File: src/rtl/ram_wb_arbiter.sv
// Purpose: two-master Wishbone B3 arbiter (round-robin, whole-cycle grants) in front of one RAM slave port.
// Latency: grant one clock after cyc rises from IDLE; request mux and ack/err/rty/dat response paths are combinational.
// Backpressure: a waiting master holds cyc/stb with no ack until granted; optional stall watchdog via RAM_WB_ARB_WATCHDOG_EN.
module ram_wb_arbiter #(
    parameter int dw          = 32,
    parameter int aw          = 32,
    parameter int WDOG_CYCLES = 256
) (
    input  logic          wb_clk_i,
    input  logic          wb_rst_n_i,

    input  logic [aw-1:0] m0_adr_i,
    input  logic [dw-1:0] m0_dat_i,
    input  logic [3:0]    m0_sel_i,
    input  logic [2:0]    m0_cti_i,
    input  logic [1:0]    m0_bte_i,
    input  logic          m0_we_i,
    input  logic          m0_stb_i,
    input  logic          m0_cyc_i,
    output logic [dw-1:0] m0_dat_o,
    output logic          m0_ack_o,
    output logic          m0_err_o,
    output logic          m0_rty_o,

    input  logic [aw-1:0] m1_adr_i,
    input  logic [dw-1:0] m1_dat_i,
    input  logic [3:0]    m1_sel_i,
    input  logic [2:0]    m1_cti_i,
    input  logic [1:0]    m1_bte_i,
    input  logic          m1_we_i,
    input  logic          m1_stb_i,
    input  logic          m1_cyc_i,
    output logic [dw-1:0] m1_dat_o,
    output logic          m1_ack_o,
    output logic          m1_err_o,
    output logic          m1_rty_o,

    output logic [aw-1:0] s_adr_o,
    output logic [dw-1:0] s_dat_o,
    output logic [3:0]    s_sel_o,
    output logic [2:0]    s_cti_o,
    output logic [1:0]    s_bte_o,
    output logic          s_we_o,
    output logic          s_stb_o,
    output logic          s_cyc_o,
    input  logic [dw-1:0] s_dat_i,
    input  logic          s_ack_i,
    input  logic          s_err_i,
    input  logic          s_rty_i
);

    localparam logic [1:0] ST_IDLE  = 2'd0;
    localparam logic [1:0] ST_GNT0  = 2'd1;
    localparam logic [1:0] ST_GNT1  = 2'd2;
`ifdef RAM_WB_ARB_WATCHDOG_EN
    localparam logic [1:0] ST_ABORT = 2'd3;
`endif

    logic [1:0] state;
    logic [1:0] state_nxt;
    logic [1:0] idle_pick;
    logic       last;        // 0: m0 granted most recently, 1: m1
    logic       gnt0;
    logic       gnt1;
    logic       wdog_hit;

    assign gnt0 = (state == ST_GNT0);
    assign gnt1 = (state == ST_GNT1);

    // Tie goes to the master that was not served last.
    always_comb begin
        idle_pick = ST_IDLE;
        if (m0_cyc_i && m1_cyc_i)
            idle_pick = last ? ST_GNT0 : ST_GNT1;
        else if (m0_cyc_i)
            idle_pick = ST_GNT0;
        else if (m1_cyc_i)
            idle_pick = ST_GNT1;
    end

    always_comb begin
        state_nxt = state;
        case (state)
            ST_IDLE: state_nxt = idle_pick;
            ST_GNT0: begin
                if (!m0_cyc_i)
                    state_nxt = m1_cyc_i ? ST_GNT1 : ST_IDLE;
`ifdef RAM_WB_ARB_WATCHDOG_EN
                if (wdog_hit)
                    state_nxt = ST_ABORT;
`endif
            end
            ST_GNT1: begin
                if (!m1_cyc_i)
                    state_nxt = m0_cyc_i ? ST_GNT0 : ST_IDLE;
`ifdef RAM_WB_ARB_WATCHDOG_EN
                if (wdog_hit)
                    state_nxt = ST_ABORT;
`endif
            end
            default: begin
`ifdef RAM_WB_ARB_WATCHDOG_EN
                // The aborted master is the one in `last`; wait for it to let go.
                if (!(last ? m1_cyc_i : m0_cyc_i))
                    state_nxt = idle_pick;
`else
                state_nxt = ST_IDLE;
`endif
            end
        endcase
    end

    always_ff @(posedge wb_clk_i or negedge wb_rst_n_i) begin
        if (!wb_rst_n_i) begin
            state <= ST_IDLE;
            last  <= 1'b1;
        end else begin
            state <= state_nxt;
            if (state_nxt == ST_GNT0 && state != ST_GNT0)
                last <= 1'b0;
            else if (state_nxt == ST_GNT1 && state != ST_GNT1)
                last <= 1'b1;
        end
    end

`ifdef RAM_WB_ARB_WATCHDOG_EN
    localparam logic [15:0] WDOG_LIMIT = 16'(WDOG_CYCLES);

    logic [15:0] wdog_cnt;

    assign wdog_hit = (gnt0 || gnt1) && (wdog_cnt == WDOG_LIMIT);

    always_ff @(posedge wb_clk_i or negedge wb_rst_n_i) begin
        if (!wb_rst_n_i)
            wdog_cnt <= 16'd0;
        else if (state_nxt != state || s_ack_i || s_err_i)
            wdog_cnt <= 16'd0;
        else if ((gnt0 || gnt1) && s_stb_o)
            wdog_cnt <= wdog_cnt + 16'd1;
    end
`else
    // Without the watchdog a stalled cycle keeps its grant; the limit can never trip.
    assign wdog_hit = (WDOG_CYCLES < 0);
`endif

    // Idle and abort present m0's address/data with the strobes held low.
    always_comb begin
        s_adr_o = gnt1 ? m1_adr_i : m0_adr_i;
        s_dat_o = gnt1 ? m1_dat_i : m0_dat_i;
        s_sel_o = gnt1 ? m1_sel_i : m0_sel_i;
        s_cti_o = gnt1 ? m1_cti_i : m0_cti_i;
        s_bte_o = gnt1 ? m1_bte_i : m0_bte_i;
        s_cyc_o = ((gnt0 && m0_cyc_i) || (gnt1 && m1_cyc_i)) && !wdog_hit;
        s_stb_o = ((gnt0 && m0_stb_i) || (gnt1 && m1_stb_i)) && !wdog_hit;
        s_we_o  = ((gnt0 && m0_we_i)  || (gnt1 && m1_we_i))  && !wdog_hit;
    end

    assign m0_dat_o = s_dat_i;
    assign m1_dat_o = s_dat_i;

    assign m0_ack_o = gnt0 && s_ack_i && !wdog_hit;
    assign m0_rty_o = gnt0 && s_rty_i && !wdog_hit;
    assign m0_err_o = gnt0 && (s_err_i || wdog_hit);
    assign m1_ack_o = gnt1 && s_ack_i && !wdog_hit;
    assign m1_rty_o = gnt1 && s_rty_i && !wdog_hit;
    assign m1_err_o = gnt1 && (s_err_i || wdog_hit);

endmodule

File: config.mk
export PLATFORM = sky130hd
export DESIGN_NAME = ram_wb_arbiter
export DESIGN_NICKNAME = d
export VERILOG_FILES = /design/src/rtl/ram_wb_arbiter.sv
export SDC_FILE = /design/constraint.sdc
export NUM_CORES = 1
export LEC_CHECK = 0
export BUFFER_PORTS_ARGS = -buffer_cell sky130_fd_sc_hd__buf_2
export CORE_AREA = 2 2 130 132
export CTS_CLUSTER_DIAMETER = 30
export CTS_CLUSTER_SIZE = 40
export DETAILED_ROUTE_END_ITERATION = 12
export DIE_AREA = 0 0 132 134
export SLEW_MARGIN = 20
export SYNTH_ARGS = -nofsm -noshare
export SYNTH_HDL_FRONTEND = slang
export SYNTH_SLANG_ARGS = --single-unit
export TNS_END_PERCENT = 1
File: constraint.sdc
create_clock -name wb_clk_i -period 1.3 [get_ports wb_clk_i]
set_input_delay 0.065 -clock wb_clk_i [delete_from_list [all_inputs] [get_ports wb_clk_i]]
set_output_delay 0.065 -clock wb_clk_i [all_outputs]
set_load 0.03 [all_outputs]
Word-level counts from Yosys, hierarchy flattened
Index checks and enable logic that the tools add are counted.
Operators by class
  eq/ne operators: 6
  mux-type cells: 15
  reductions and logical operators: 20
Operators by type and width (number)
  two-way mux 32 bit: 2
  logical AND 1 bit: 15
  two-way mux 2 bit: 7
  one-hot mux 2 bit (3 select lines): 1
  equality test 2 x 1 -> 1 bit (second input constant): 2
  equality test 2 bit (second input constant): 2
  two-way mux 4 bit: 1
  logical OR 1 bit: 3
  two-way mux 1 bit: 3
  two-way mux 3 bit: 1
  zero test 2 bit: 1
  != test 2 x 1 -> 1 bit (second input constant): 1
  != test 2 bit (second input constant): 1
  nonzero test 2 bit: 1
Storage, ports and cells
  flip-flop bits (word level): 3
  input bits: 189
  logic and storage cells: 43

Depth between registers and ports, before layout
  depth after elaboration: 8
  depth in mapped cells: 5

Worst setup path before layout
No wires, ideal clock.
  kind: reg2out
  start: register state[0]
  end: output s_bte_o[0]
  arrival time: 1254 ps
  data required time: 1235 ps
  path slack: -19 ps
  cell stages (with the launch flop): 5
  path buffers: 2
  cell sequence: dfrtp_1 > nor2_4 > buf_6 > buf_6 > mux2_4
On the way
  longest elaborated chain between the ends: 2
Ends and longest elaborated chain
  start: declaration: RTL line 59  | logic [1:0] state;
  start signal: assignment: RTL line 118  | state <= state_nxt;
  equality test 2 bit: RTL line 68  | assign gnt1 = (state == ST_GNT1);
  two-way mux 2 bit: RTL line 152  | s_bte_o = gnt1 ? m1_bte_i : m0_bte_i;
  end: declaration: RTL line 42  | output logic [1:0] s_bte_o,
No other way between the ends.

Final worst setup path
  start: register state[1]
  end: output s_adr_o[29]
On the way
  longest elaborated chain between the ends: 2
Ends and longest elaborated chain
  equality test 2 bit: RTL line 68
  two-way mux 32 bit: RTL line 148  | s_adr_o = gnt1 ? m1_adr_i : m0_adr_i;
  end: declaration: RTL line 38  | output logic [aw-1:0] s_adr_o,
No other way between the ends.

==> qor.txt <==
Status -> finished with violations
Failing checks -> negative setup slack
Inst Count DP -> 571
Sequential area share after synthesis -> 0.0475
HPWL after DPL -> 5980 microns
Share of cells above drive strength 1 -> 0.935
Placed Instance Area -> 0.00267 sq mm
Hold path start -> m0_cyc_i
Die width -> 132 microns
RR Endpoint -> last
Fin. Hold Viols -> 0
Post-synthesis xor/xnor area fraction -> 0
Number of synthesized register bits -> 3
Wirelength per Cell -> 12.4 microns
CTS Sinks -> 3
HP Class -> input port to flip-flop
Synth warn -> 0
Crit path kind -> flip-flop to output pin
Largest family of logic cells by synthesized area -> multiplexers
Synth cell types -> 17
Number of global-route vias before repair -> 2002
Post-synth top area share -> 0.484
Root buffer cell -> clkbuf_16
Setup bufs post-CTS -> 0
FF+latch area -> 76.3 sq um
Reg2Reg Setup Slack -> 0.08 ns
Clock Latency Late Sink -> 0.22 ns
Worst slew margin -> 0.890
Antenna fix cells -> 0
Crit. End Element -> output pin
Worst-margin pin slew -> 0.167 ns
Number of antenna violations at the first check in global routing -> 0
Post-synthesis mux area share -> 0.521
Worst Skew -> 0.000523 ns
Tot GR Track Use -> 0.0717
Setup_tns -> -24.24 ns
Compound-gate portion of the synthesized area -> 0.0312
H-tree levels -> 1
Clock buffer count from CTS -> 3
Critical Path RT -> 1.24 ns
Die footprint -> 0.0177 sq mm
GRT overflow -> 0
Gate count after technology mapping -> 170
FMAX -> 607 MHz
Drt pass-1 iters -> 4
Hold Path End -> last
RSZ-0062 raised after global routing -> true
Pleak -> 0.00158 uW
Initial Util -> 0.0985
Synth top area cells -> mux2_2, buf_4, mux2_4, and2_1, dfrtp_1
Max IR drop VDD -> 282 uV
# fillers -> 1811
Vias per cell -> 3.25
Row cnt -> 47
Mapped cell area -> 0.00161 sq mm
Final WL -> 7150 microns
Setup violators final -> 82
Final worst slack -> -0.348 ns
Post-Layout Inst Area -> 0.00312 sq mm
Clock Path Buffers -> 2
DIE HEIGHT -> 134 microns
Routability-driven placement congestion ratio -> 0.816
RR Startpoint -> state[0]
Initial drt markers -> 32
Synth Area in Adders -> 0
Num ports -> 335
Core ar. -> 0.0163 sq mm
DRC errors left -> 0
Worst path arrival time -> 1.58 ns
Post-Syn Area per Cell -> 9.44 sq um
Final Max Tran Viols -> 0
Critical Path Start Type -> flip-flop
CTS tree -> yes
Area occupied by multi-input gates -> 996 sq um
Vias -> 1872
Simple logic cell fraction of the synthesized area -> 0.0561
Fin crit share -> 1.27
P&R area growth vs syn -> 94.5%
Synth area leader -> mux2_2
Pwr/cell area -> 938 mW/mm^2
Worst r2r path cells -> 3
Finished Layout Cells -> 576
First-pass GRT wire length -> 10200 microns
ANT nets after route -> 0
Clock slew at reported path FFs -> 0.03 ns
IO buf count -> 238
Max_cap viols -> 0
Synth Net Count -> 359
Hold Path Stages -> 2
Largest net degree at the start of global routing -> 19
Nets@finish -> 546
Crit-path max FO -> 18
Final min period -> 1.65 ns
==> worst max-delay path: stages (launching register included) <==
cell and delay, ns:
dfrtp_1 0.34, inv_2 0.06, nor2_4 0.12, buf_12 0.16
buf_12 0.17, mux2_2 0.36, buf_6 0.14
==> cell families after synthesis <==
group / after synthesis
AND/OR/NAND/NOR: 14
buffers and inverters: 73
AO/OA/AOI/OAI: 7
multiplexers: 73
flip-flops: 3
==> layout by cell type, fill, tap and decap left out <==
cell type | Yosys | routed
or3b_2 | 1 | 1
dlygate4sd3_1 | 0 | 1
clkbuf_1 | 0 | 1
a31oi_1 | 1 | 1
buf_2 | 0 | 162
nor2_1 | 1 | 1
a22o_1 | 3 | 3
buf_6 | 2 | 40
nor2b_1 | 2 | 2
mux2_2 | 69 | 64
dfrtp_1 | 2 | 2
nor2_4 | 1 | 1
a21oi_1 | 1 | 1
dfstp_2 | 1 | 1
inv_2 | 1 | 1
nand2_1 | 1 | 1
buf_4 | 70 | 48
and2_1 | 8 | 8
buf_12 | 0 | 3
o22ai_1 | 2 | 2
clkbuf_16 | 0 | 3
mux2_4 | 4 | 9
==> worst max path at each step <==
stage	to	from
2_1_floorplan	s_bte_o[0]	state[1]
3_3_place_gp	s_adr_o[14]	state[1]
3_5_place_dp	s_dat_o[5]	state[1]
4_1_cts	s_dat_o[5]	state[1]
5_1_grt	s_dat_o[3]	state[1]
6_report	s_adr_o[29]	state[1]
==> repair_timing <==
action | CTS | global route
hold buffers | 1 | 0
endpoints found under the setup margin | 82 | 83
endpoints found under the hold margin | 3 | 0
pin swaps | 2 | 1
gates resized for setup | 118 | 3
==> stage by stage <==
step	utilization	hold slack, ns	setup slack (ns)	total power [uW]
floorplan	-	-0.231	-0.0155	1820
global placement	0.164	-0.135	-0.134	2100
finish	0.192	0.0519	-0.348	2930
global route	0.192	0.0699	-0.429	3060
detailed placement	0.164	-0.134	-0.144	2110
CTS	0.191	0.0434	-0.361	2930
==> Yosys cell counts <==
cell type	count
buf_4	70
nand2_1	1
inv_2	1
mux2_4	4
and2_1	8
nor2_1	1
a22o_1	3
a21oi_1	1
mux2_2	69
buf_6	2
nor2b_1	2
or3b_2	1
o22ai_1	2
dfstp_2	1
nor2_4	1
a31oi_1	1
dfrtp_1	2
==> registers in the layout, indices dropped and copies added, names as in the netlist <==
name	flops
last	1
state	2
==> report_power, final <==
group          switching (uW)  internal [uW]  leakage [uW]  total [uW]
Sequential               15.1            116     0.0000356         131
Clock                    83.4            405     0.0000382         488
Combinational            1170           1130       0.00151        2310
Total                    1270           1660       0.00158        2930
==> metal layers <==
metal / vias to the layer above / track usage / part of all wire
met2: 102 / 0.138 / 0.54
li1: 898 / - / -
met5: - / 0 / 0
met4: 0 / 0.0211 / 0.018
met3: 29 / 0.0163 / 0.081
met1: 843 / 0.0780 / 0.36
==> area by class of cell <==
cell class | instances | share of cell area
well taps | 220 | 0.0882
inverters | 1 | 0.00120
clock buffers | 4 | 0.0253
flip-flops and latches | 3 | 0.0244
repair buffers | 254 | 0.542
multi-input cells | 94 | 0.319
Note: power is estimated with default switching activity, not from simulation.
